### src/rtl/seg_display_ctrl.sv
// seg_display_ctrl
//   Sequencer and scan controller for a 4-digit common-anode seven-segment
//   display. It periodically samples a 14-bit binary value and asks an
//   external multi-cycle binary-to-BCD converter to convert it, using a
//   start/done handshake. It latches the four returned BCD digits and
//   time-multiplexes them onto the display. Leading-zero blanking is
//   optional. Inputs above 9999 show dashes on every digit, and a converter
//   that never answers raises a sticky error flag.
//
// Ports
//   clk        : system clock, rising edge
//   rst_n      : asynchronous active-low reset
//   d_in       : binary value to display (14 bits)
//   blank_en   : 1 = blank leading zeros
//   conv_start : one-cycle conversion request pulse to the converter
//   conv_din   : value presented to the converter, held from one request to the next
//   conv_done  : converter result valid (single-cycle or level)
//   bcd_in     : converter result, [15:12] thousands ... [3:0] ones
//   an         : digit enables, active-low, an[0] = ones digit
//   seg        : cathodes {g,f,e,d,c,b,a}, active-low
//   dp         : decimal point, active-low, always off
//   err        : sticky converter-timeout flag, cleared by the next good conversion
module seg_display_ctrl #(
  parameter int DIGIT_CYCLES = 50000,
  parameter int UPDATE_SCANS = 16,
  parameter int CONV_TIMEOUT = 64
) (
  input  logic        clk,
  input  logic        rst_n,
  input  logic [13:0] d_in,
  input  logic        blank_en,
  output logic        conv_start,
  output logic [13:0] conv_din,
  input  logic        conv_done,
  input  logic [15:0] bcd_in,
  output logic [3:0]  an,
  output logic [6:0]  seg,
  output logic        dp,
  output logic        err
);

  localparam int PW = $clog2(DIGIT_CYCLES);
  localparam int SW = (UPDATE_SCANS > 1) ? $clog2(UPDATE_SCANS) : 1;
  localparam int TW = $clog2(CONV_TIMEOUT);

  localparam logic [PW-1:0] PRESC_LAST = PW'(DIGIT_CYCLES - 1);
  localparam logic [SW-1:0] SCAN_LAST  = SW'(UPDATE_SCANS - 1);
  localparam logic [TW-1:0] TMO_LAST   = TW'(CONV_TIMEOUT - 1);

  localparam logic [13:0] MAX_DISP = 14'd9999;
  localparam logic [6:0]  SEG_BLANK = 7'h7F;
  localparam logic [6:0]  SEG_DASH  = 7'h3F;

  typedef enum logic [1:0] {
    S_IDLE = 2'd0,
    S_REQ  = 2'd1,
    S_WAIT = 2'd2
  } state_t;

  // BCD nibble to active-low segment pattern; non-decimal nibbles go blank.
  function automatic logic [6:0] seg_decode(input logic [3:0] nib);
    case (nib)
      4'd0:    return 7'h40;
      4'd1:    return 7'h79;
      4'd2:    return 7'h24;
      4'd3:    return 7'h30;
      4'd4:    return 7'h19;
      4'd5:    return 7'h12;
      4'd6:    return 7'h02;
      4'd7:    return 7'h78;
      4'd8:    return 7'h00;
      4'd9:    return 7'h10;
      default: return SEG_BLANK;
    endcase
  endfunction

  state_t          r_state;
  state_t          w_state_nxt;

  logic [PW-1:0]   r_presc;
  logic [1:0]      r_idx;
  logic [SW-1:0]   r_scan;
  logic            r_pend;
  logic [TW-1:0]   r_tcnt;
  logic [15:0]     r_disp;
  logic            r_ovf;
  logic            r_err;
  logic            r_conv_start;
  logic [13:0]     r_conv_din;
  logic [3:0]      r_an;
  logic [6:0]      r_seg;

  logic            w_tick;
  logic            w_wrap;
  logic            w_req_evt;
  logic            w_start;
  logic            w_latch;
  logic            w_tmo;
  logic            w_ovf_set;
  logic [3:0]      w_nib;
  logic            w_lz;
  logic [6:0]      w_seg_nxt;

  assign w_tick    = (r_presc == PRESC_LAST);
  assign w_wrap    = w_tick && (r_idx == 2'd3);
  assign w_req_evt = w_wrap && (r_scan == SCAN_LAST);

  // Scan timing: prescaler, digit index and scan counter
  always_ff @(posedge clk or negedge rst_n) begin
    if (!rst_n) begin
      r_presc <= '0;
      r_idx   <= 2'd0;
      r_scan  <= '0;
    end else begin
      r_presc <= w_tick ? '0 : r_presc + 1'b1;
      if (w_tick) r_idx <= r_idx + 2'd1;
      if (w_wrap) r_scan <= (r_scan == SCAN_LAST) ? '0 : r_scan + 1'b1;
    end
  end

  // A request arriving in the same cycle the FSM leaves IDLE is kept, so it
  // is served by a later conversion rather than lost.
  always_ff @(posedge clk or negedge rst_n) begin
    if (!rst_n) begin
      r_pend <= 1'b1;
    end else if (w_req_evt) begin
      r_pend <= 1'b1;
    end else if (r_state == S_IDLE && w_state_nxt != S_IDLE) begin
      r_pend <= 1'b0;
    end
  end

  // Conversion sequencer: state register
  always_ff @(posedge clk or negedge rst_n) begin
    if (!rst_n) r_state <= S_IDLE;
    else        r_state <= w_state_nxt;
  end

  // Conversion sequencer: next state and per-cycle actions
  always_comb begin
    w_state_nxt = r_state;
    w_start     = 1'b0;
    w_latch     = 1'b0;
    w_tmo       = 1'b0;
    w_ovf_set   = 1'b0;
    case (r_state)
      S_IDLE: begin
        if (r_pend) w_state_nxt = S_REQ;
      end
      S_REQ: begin
        if (d_in > MAX_DISP) begin
          w_ovf_set   = 1'b1;
          w_state_nxt = S_IDLE;
        end else begin
          w_start     = 1'b1;
          w_state_nxt = S_WAIT;
        end
      end
      S_WAIT: begin
        // done has priority over a coincident timeout
        if (conv_done) begin
          w_latch     = 1'b1;
          w_state_nxt = S_IDLE;
        end else if (r_tcnt == TMO_LAST) begin
          w_tmo       = 1'b1;
          w_state_nxt = S_IDLE;
        end
      end
      default: w_state_nxt = S_IDLE;
    endcase
  end

  // Handshake outputs, timeout counter and latched result.
  // conv_start and conv_din are registered together, so the converter sees
  // the new operand in the same cycle as the request pulse.
  always_ff @(posedge clk or negedge rst_n) begin
    if (!rst_n) begin
      r_conv_start <= 1'b0;
      r_conv_din   <= '0;
      r_tcnt       <= '0;
      r_disp       <= '0;
      r_ovf        <= 1'b0;
      r_err        <= 1'b0;
    end else begin
      r_conv_start <= w_start;
      if (w_start) begin
        r_conv_din <= d_in;
        r_tcnt     <= '0;
      end else if (r_state == S_WAIT) begin
        r_tcnt <= r_tcnt + 1'b1;
      end
      if (w_ovf_set) r_ovf <= 1'b1;
      if (w_latch) begin
        r_disp <= bcd_in;
        r_ovf  <= 1'b0;
        r_err  <= 1'b0;
      end else if (w_tmo) begin
        r_err <= 1'b1;
      end
    end
  end

  // Digit select: a digit counts as a leading zero when it and every
  // higher digit are zero; the ones digit never qualifies.
  always_comb begin
    w_nib = r_disp[3:0];
    w_lz  = 1'b0;
    case (r_idx)
      2'd0: begin
        w_nib = r_disp[3:0];
        w_lz  = 1'b0;
      end
      2'd1: begin
        w_nib = r_disp[7:4];
        w_lz  = (r_disp[15:4] == 12'd0);
      end
      2'd2: begin
        w_nib = r_disp[11:8];
        w_lz  = (r_disp[15:8] == 8'd0);
      end
      default: begin
        w_nib = r_disp[15:12];
        w_lz  = (r_disp[15:12] == 4'd0);
      end
    endcase
    if (r_ovf)                 w_seg_nxt = SEG_DASH;
    else if (blank_en && w_lz) w_seg_nxt = SEG_BLANK;
    else                       w_seg_nxt = seg_decode(w_nib);
  end

  // Display output registers
  always_ff @(posedge clk or negedge rst_n) begin
    if (!rst_n) begin
      r_an  <= 4'b1111;
      r_seg <= SEG_BLANK;
    end else begin
      r_an  <= ~(4'b0001 << r_idx);
      r_seg <= w_seg_nxt;
    end
  end

  assign conv_start = r_conv_start;
  assign conv_din   = r_conv_din;
  assign an         = r_an;
  assign seg        = r_seg;
  assign dp         = 1'b1;
  assign err        = r_err;

endmodule

### config.mk
export PLATFORM = sky130hd
export DESIGN_NAME = seg_display_ctrl
export DESIGN_NICKNAME = d
export VERILOG_FILES = /design/src/rtl/seg_display_ctrl.sv
export SDC_FILE = /design/constraint.sdc
export NUM_CORES = 1
export LEC_CHECK = 0
export ABC_AREA = 0
export CAP_MARGIN = 10
export CORE_AREA = 4 4 147 106
export DETAILED_ROUTE_END_ITERATION = 12
export DIE_AREA = 0 0 151 110
export GPL_ROUTABILITY_DRIVEN = 0
export GPL_TIMING_DRIVEN = 0
export PLACE_DENSITY = 0.44
export SLEW_MARGIN = 20
export SYNTH_ARGS = -nofsm -noshare
export SYNTH_HDL_FRONTEND = slang
export SYNTH_SLANG_ARGS = --single-unit
### constraint.sdc
create_clock -name clk -period 2.7 [get_ports clk]
set_clock_uncertainty 0.2 [all_clocks]
set_input_delay 0.54 -clock clk [delete_from_list [all_inputs] [get_ports clk]]
set_output_delay 0.54 -clock clk [all_outputs]
set_load 0.1 [all_outputs]
; ---- Yosys cells after proc, flatten, opt, wreduce, memory -nomap -nowiden
; Memory sizes are Yosys's and may differ from the RTL's.
; Cells that the tools add are included.
[classes]
eq_ne = 8
n_reduce_logical = 14
shifts = 1
n_addsub = 4
magnitude_cmp = 1
muxes = 28
bitwise_logic = 1
[ops]
columns = op, n
row1 = "adder 16 x 1 -> 16 bit, second input constant", 1
row2 = "== test 16 bit, second input constant", 1
row3 = 2-to-1 mux 16 bit, 1
row4 = 2-to-1 mux 1 bit, 15
row5 = "> comparator 14 bit, second input constant", 1
row6 = 2-to-1 mux 7 bit, 2
row7 = logical NOT 12 bit, 1
row8 = 2-to-1 mux 6 bit, 2
row9 = case mux 4 bit (3 select lines), 1
row10 = nonzero test 2 bit, 5
row11 = logical NOT 8 bit, 1
row12 = 2-to-1 mux 2 bit, 4
row13 = "adder 6 x 1 -> 6 bit, second input constant", 1
row14 = "== test 2 bit, second input constant", 3
row15 = "== test 6 bit, second input constant", 1
row16 = case mux 2 bit (3 select lines), 1
row17 = "adder 4 x 1 -> 4 bit, second input constant", 1
row18 = "== test 2 x 1 -> 1 bit, second input constant", 2
row19 = "== test 4 bit, second input constant", 1
row20 = logical AND 1 bit, 4
row21 = logical NOT 2 bit, 2
row22 = logical NOT 4 bit, 1
row23 = 2-to-1 mux 4 bit, 1
row24 = inverter 4 bit, 1
row25 = 3 further kinds, 3
[word_totals]
n_memories = 1
inputBits = 34
romBits = 112
ff_bits = 75
[memory_table]
columns = name, words, word_bits, rd, rd_ports_with_merged_regs, wr, line
row1 = (no name shown), 16, 7, 1, 0, 0, 62  ; case (nib)

; ---- Longest topological paths before layout
[depth]
depth_word = 8
ltp_mapped = 9

; ---- Worst setup path after synthesis
; OpenSTA, ideal clock, no wires.
[synth_path]
kind = flip-flop to flip-flop
start = register r_idx[0]
end = register r_seg[5] (netlist: seg[5])
setup_slack_ns = 0.451
path_stages_with_launch = 8
t_required_ns = 2.389
period_less_slack_ns = 2.249
n_path_buf = 0
setup_time_ns = 0.111
t_arrival_ns = 1.938
cell_sequence = dfrtp_1 ha_1 inv_1 mux2i_2 inv_1 ha_1 and2_1 o311ai_0
[synth_between]
elab_chain_len = 5
elab_cells_between_ends = 9
[synth_rtl]
columns = element, line
row1 = from (decl), 81  ; logic [1:0] r_idx;
row2 = from (signal assigned), 116  ; if (w_tick) r_idx <= r_idx + 2'd1;
row3 = == test 2 bit (tied with other cells), 208  ; case (r_idx)
row4 = case mux 4 bit (3 select lines) / case mux 1 bit (3 select lines) (equally long branches), 208
row5 = memory (16 x 7 bit) / logical AND 1 bit (equally long branches), n/a
row6 = 2-to-1 mux 7 bit (*), 227  ; else if (blank_en && w_lz) w_seg_nxt = SEG_BLANK;
row7 = 2-to-1 mux 7 bit (*), 226  ; if (r_ovf) w_seg_nxt = SEG_DASH;
row8 = net w_seg_nxt[5], 102  ; logic [6:0] w_seg_nxt;
row9 = to (signal assigned), 238  ; r_seg <= w_seg_nxt;
row10 = to (decl), 91  ; logic [6:0] r_seg;
; The timed path passes the listed nets; every way through them passes the cells marked *.
; A chain may end at the register's enable or synchronous reset.

; ---- Worst setup path after layout
[layout_path]
start = register r_conv_din[7] (netlist: conv_din[7])
end = output conv_din[7]
[layout_lines]
columns = element, line
row1 = from (decl), 89  ; logic [13:0] r_conv_din;
row2 = from (signal assigned), 187  ; r_conv_din <= d_in;
row3 = to (decl), 33  ; output logic [13:0] conv_din,
; No word-level cell between the ends.

==> reports/metrics.csv <==
stage,metric,value,unit
sta,RSZ-0062 raised after global routing,no,
critical_path,crit path to,conv_din[7],
placement,worst slack at placement,-0.1911,ns
critical_path,Critical path buffers and inverters,1,
critical_path,Setup crit start,conv_din[7]$_DFFE_PN0N_,
drt,per-cell routed wire length,13.57,um
layout,share of cells above drive strength 1,18.25,%
floorplanning,die area,0.01661,mm2
synth,"flops & latches, synth",75,
synth,Syn Std Cell Area,0.003495,mm2
drt,vias,2469,
clock_tree,Num CTS Buffers,9,
floorplanning,Chip Height,110,um
drt,drt via density,4.347,
placement,"Cell Area, Placed",0.004358,mm2
grt,initial antenna violation count,0,
synth,Post-synth EDFFs,0,
sta,Final Cycle Share,95.10,%
synth,post-synthesis average cell area,11.65,um2
critical_path,critical path depth,1,
sta,Hold Fails Final Rpt,0,
hold_path,hold_sp,r_presc[0]$_DFF_PN0_,
pwr,Power Total,3012,uW
sta,min cycle time layout,2.568,ns
critical_path,Crit Path Category,reg -> out,
drt,residual DRC count,0,
synth,ys flop type,dfrtp_1,
grt,first-pass GRT wire length,12340,um
critical_path,Slowest cell on crit path,clkdlybuf4s50_1,
layout,"commonest cells after routing, fill and taps aside","dfrtp_1 (63), clkdlybuf4s50_1 (48), mux2_2 (29), nand2_1 (17)",
layout,Final Instance Area,0.004656,mm2
clock_tree,# Post-CTS Setup Buffers,0,
floorplanning,initial cell density of the core,25.03,%
critical_path,crit path cell chain,clkdlybuf4s50_1,
pwr,P_leak,0.002022,uW
critical_path,Worst Path Arrival,1.83,ns
synth,Unique masters post-synth,49,
sta,final slew viol count,0,
grt,grt total ovfl,0,
placement,Detailed Place HPWL,5638,um
sta,WHS,0.2531,ns
clock_tree,clk sinks,75,
placement,cell count after placement,551,
sta,final worst slack,0.1322,ns
critical_path,worst-path maximum fanout,2,
critical_path,Worst R2R End,seg[4]$_DFF_PN1_,
layout,n_diodes,0,
critical_path,critical path endpoint category,output pin,
critical_path,flop2flop setup slack,0.20,ns
placement,Port Buffers,60,
drt,1st-pass router iterations,6,
critical_path,FF-to-FF path depth,9,
synth,Gate Count Post-Synth,300,
clock_tree,Root Buffer,clkbuf_16,
sta,Final Setup Violations,0,
drt,DRT antenna net count,0,
synth,Async SR Flop Fraction,100.0,%
synth,Post-Syn Nets,347,
layout,Layout area overhead,33.23,%
critical_path,reg2reg start,r_idx[0]$_DFFE_PN0N_,
clock_tree,CTS Buffer Depth,2,
run_status,run status,completed,
critical_path,dominant delay contributor by cell family on the critical path,buffers and inverters,
pwr,Max VDD drop,268.5,uV
drt,final WL,7710,um
clock_tree,CTS H-Tree Depth,3,
layout,post-route insts no fill,568,
layout,Filler Cells Inserted,1419,
grt,vias in the first global route,2423,
floorplanning,row cnt,36,
pwr,pwr/cell area,646.9,mW/mm2
floorplanning,core area,0.01396,mm2
drt,1st-iter DRT viols,141,
sta,max_slew headroom,34.24,%
floorplanning,Die Wd,151,um
clock_tree,CTS tree,yes,
sta,worst slew pin tran,0.9834,ns
layout,"commonest non-fill, non-tap cell in the layout",dfrtp_1,
synth,"Seq/Total Area, Yosys",54.14,%
hold_path,hold crit path type,reg -> reg,
floorplanning,io pins,62,
grt,Global Route Usage Sum,9.644,%
critical_path,Critical Path RT,1.96,ns
clock_tree,later-pin clock latency in the skew report,0.33,ns
critical_path,Worst Setup Start Kind,flip-flop,
critical_path,CP peak stage delay,1.14,ns
synth,Synth Warn #,0,
grt,largest net degree at the start of global routing,54,
layout,Final #Nets,420,
flow_run,MaxCap Viol Count,0,
sta,Max Clk Rate,0.3894,GHz
clock_tree,clk slew on worst S/H paths,0.06,ns
==> power by group <==
part	switching, uW	internal, uW	total, uW	leakage [uW]
registers	48.8	1220	1270	0.000941
clock network	442	722	1160	0.000146
logic	408	173	581	0.000935
total	898	2110	3010	0.00202
==> routing by layer <==
layer  vias to the layer above  track usage (%)  share of wire (%)
met4                         0            4.463                2.0
met5                         -                0                  0
met3                        13            3.065                3.8
li1                       1210                -                  -
met1                      1210            12.62                 49
met2                        36            14.58                 45
==> cell usage after synthesis, types with 3 or more instances <==
| cell type | n | area (um2) |
|---|---|---|
| nand3_1 | 12 | 60.06 |
| mux2_2 | 29 | 326.6 |
| inv_1 | 14 | 52.55 |
| nor2_1 | 15 | 56.30 |
| xnor2_1 | 8 | 70.07 |
| xor2_1 | 9 | 78.83 |
| nor2b_1 | 4 | 25.02 |
| dfrtp_1 | 63 | 1577 |
| a211oi_1 | 4 | 30.03 |
| nand2b_1 | 4 | 25.02 |
| nor4_1 | 3 | 18.77 |
| nand4_1 | 4 | 25.02 |
| and3_1 | 5 | 31.28 |
| a21oi_1 | 12 | 60.06 |
| ha_1 | 13 | 162.7 |
| a22oi_1 | 5 | 37.54 |
| and2_1 | 4 | 25.02 |
| buf_2 | 4 | 20.02 |
| nor3_1 | 7 | 35.03 |
| clkbuf_1 | 3 | 11.26 |
| dfstp_2 | 12 | 315.3 |
| nand2_1 | 17 | 63.81 |
| o21ai_0 | 15 | 75.07 |
==> cell families after synthesis <==
group	Yosys count	share of synthesized area (%)
AOI/OAI and AO/OA	52	9.596
xor gates and xnor gates	17	4.261
adders and majority gates	13	4.655
buffers and inverters	23	2.721
DFF	75	54.14
muxes	34	11.17
other	1	0.1073
and+or+nand+nor	85	13.35
==> sequential cells by signal, indices dropped and copies added, names as in the netlist, 2 cells and up <==
register,flops
an,4
conv_din,14
r_disp,16
r_state,2
seg,7
r_scan,4
r_tcnt,6
r_idx,2
r_presc,16
==> area by class of cell <==
cell class,instances,area (um2),share of cell area (%)
Buffer,9,42.54,0.9137
Timing Repair Buffer,62,621.8,13.36
Multi-Input combinational cell,202,1516,32.57
Sequential cell,75,1892,40.63
Tap cell,190,237.7,5.106
Clock inverter,1,5.005,0.1075
Clock buffer,15,287.8,6.181
Inverter,14,52.55,1.129
==> metrics by stage <==
| step | setup TNS, ns | utilization (%) |
|---|---|---|
| global route | 0 | 33.34 |
| finish | 0 | 33.34 |
| CTS | 0 | 33.28 |
| global placement | -132.89 | 31.03 |
| floorplan | 0 | - |
| detailed placement | -2.170 | 31.21 |
==> how the worst min path moves through the flow <==
| stage | end | slack (ns) | cells after the start |
|---|---|---|---|
| 2_1_floorplan | conv_din[0]$_DFFE_PN0N_ | 0.04 | 0 |
| 3_3_place_gp | r_presc[0]$_DFF_PN0_ | 0.24 | 1 |
| 3_5_place_dp | r_presc[0]$_DFF_PN0_ | 0.25 | 1 |
| 4_1_cts | r_presc[0]$_DFF_PN0_ | 0.26 | 1 |
| 5_1_grt | r_presc[0]$_DFF_PN0_ | 0.27 | 1 |
| 6_report | r_presc[0]$_DFF_PN0_ | 0.25 | 1 |
==> timing repair <==
item	in CTS	in global routing
hold endpoints to repair	22	0
hold buffers	1	0
gates resized for setup	11	1
endpoints found under the setup margin	11	2
No activity file was read; power rests on OpenSTA's default activity.
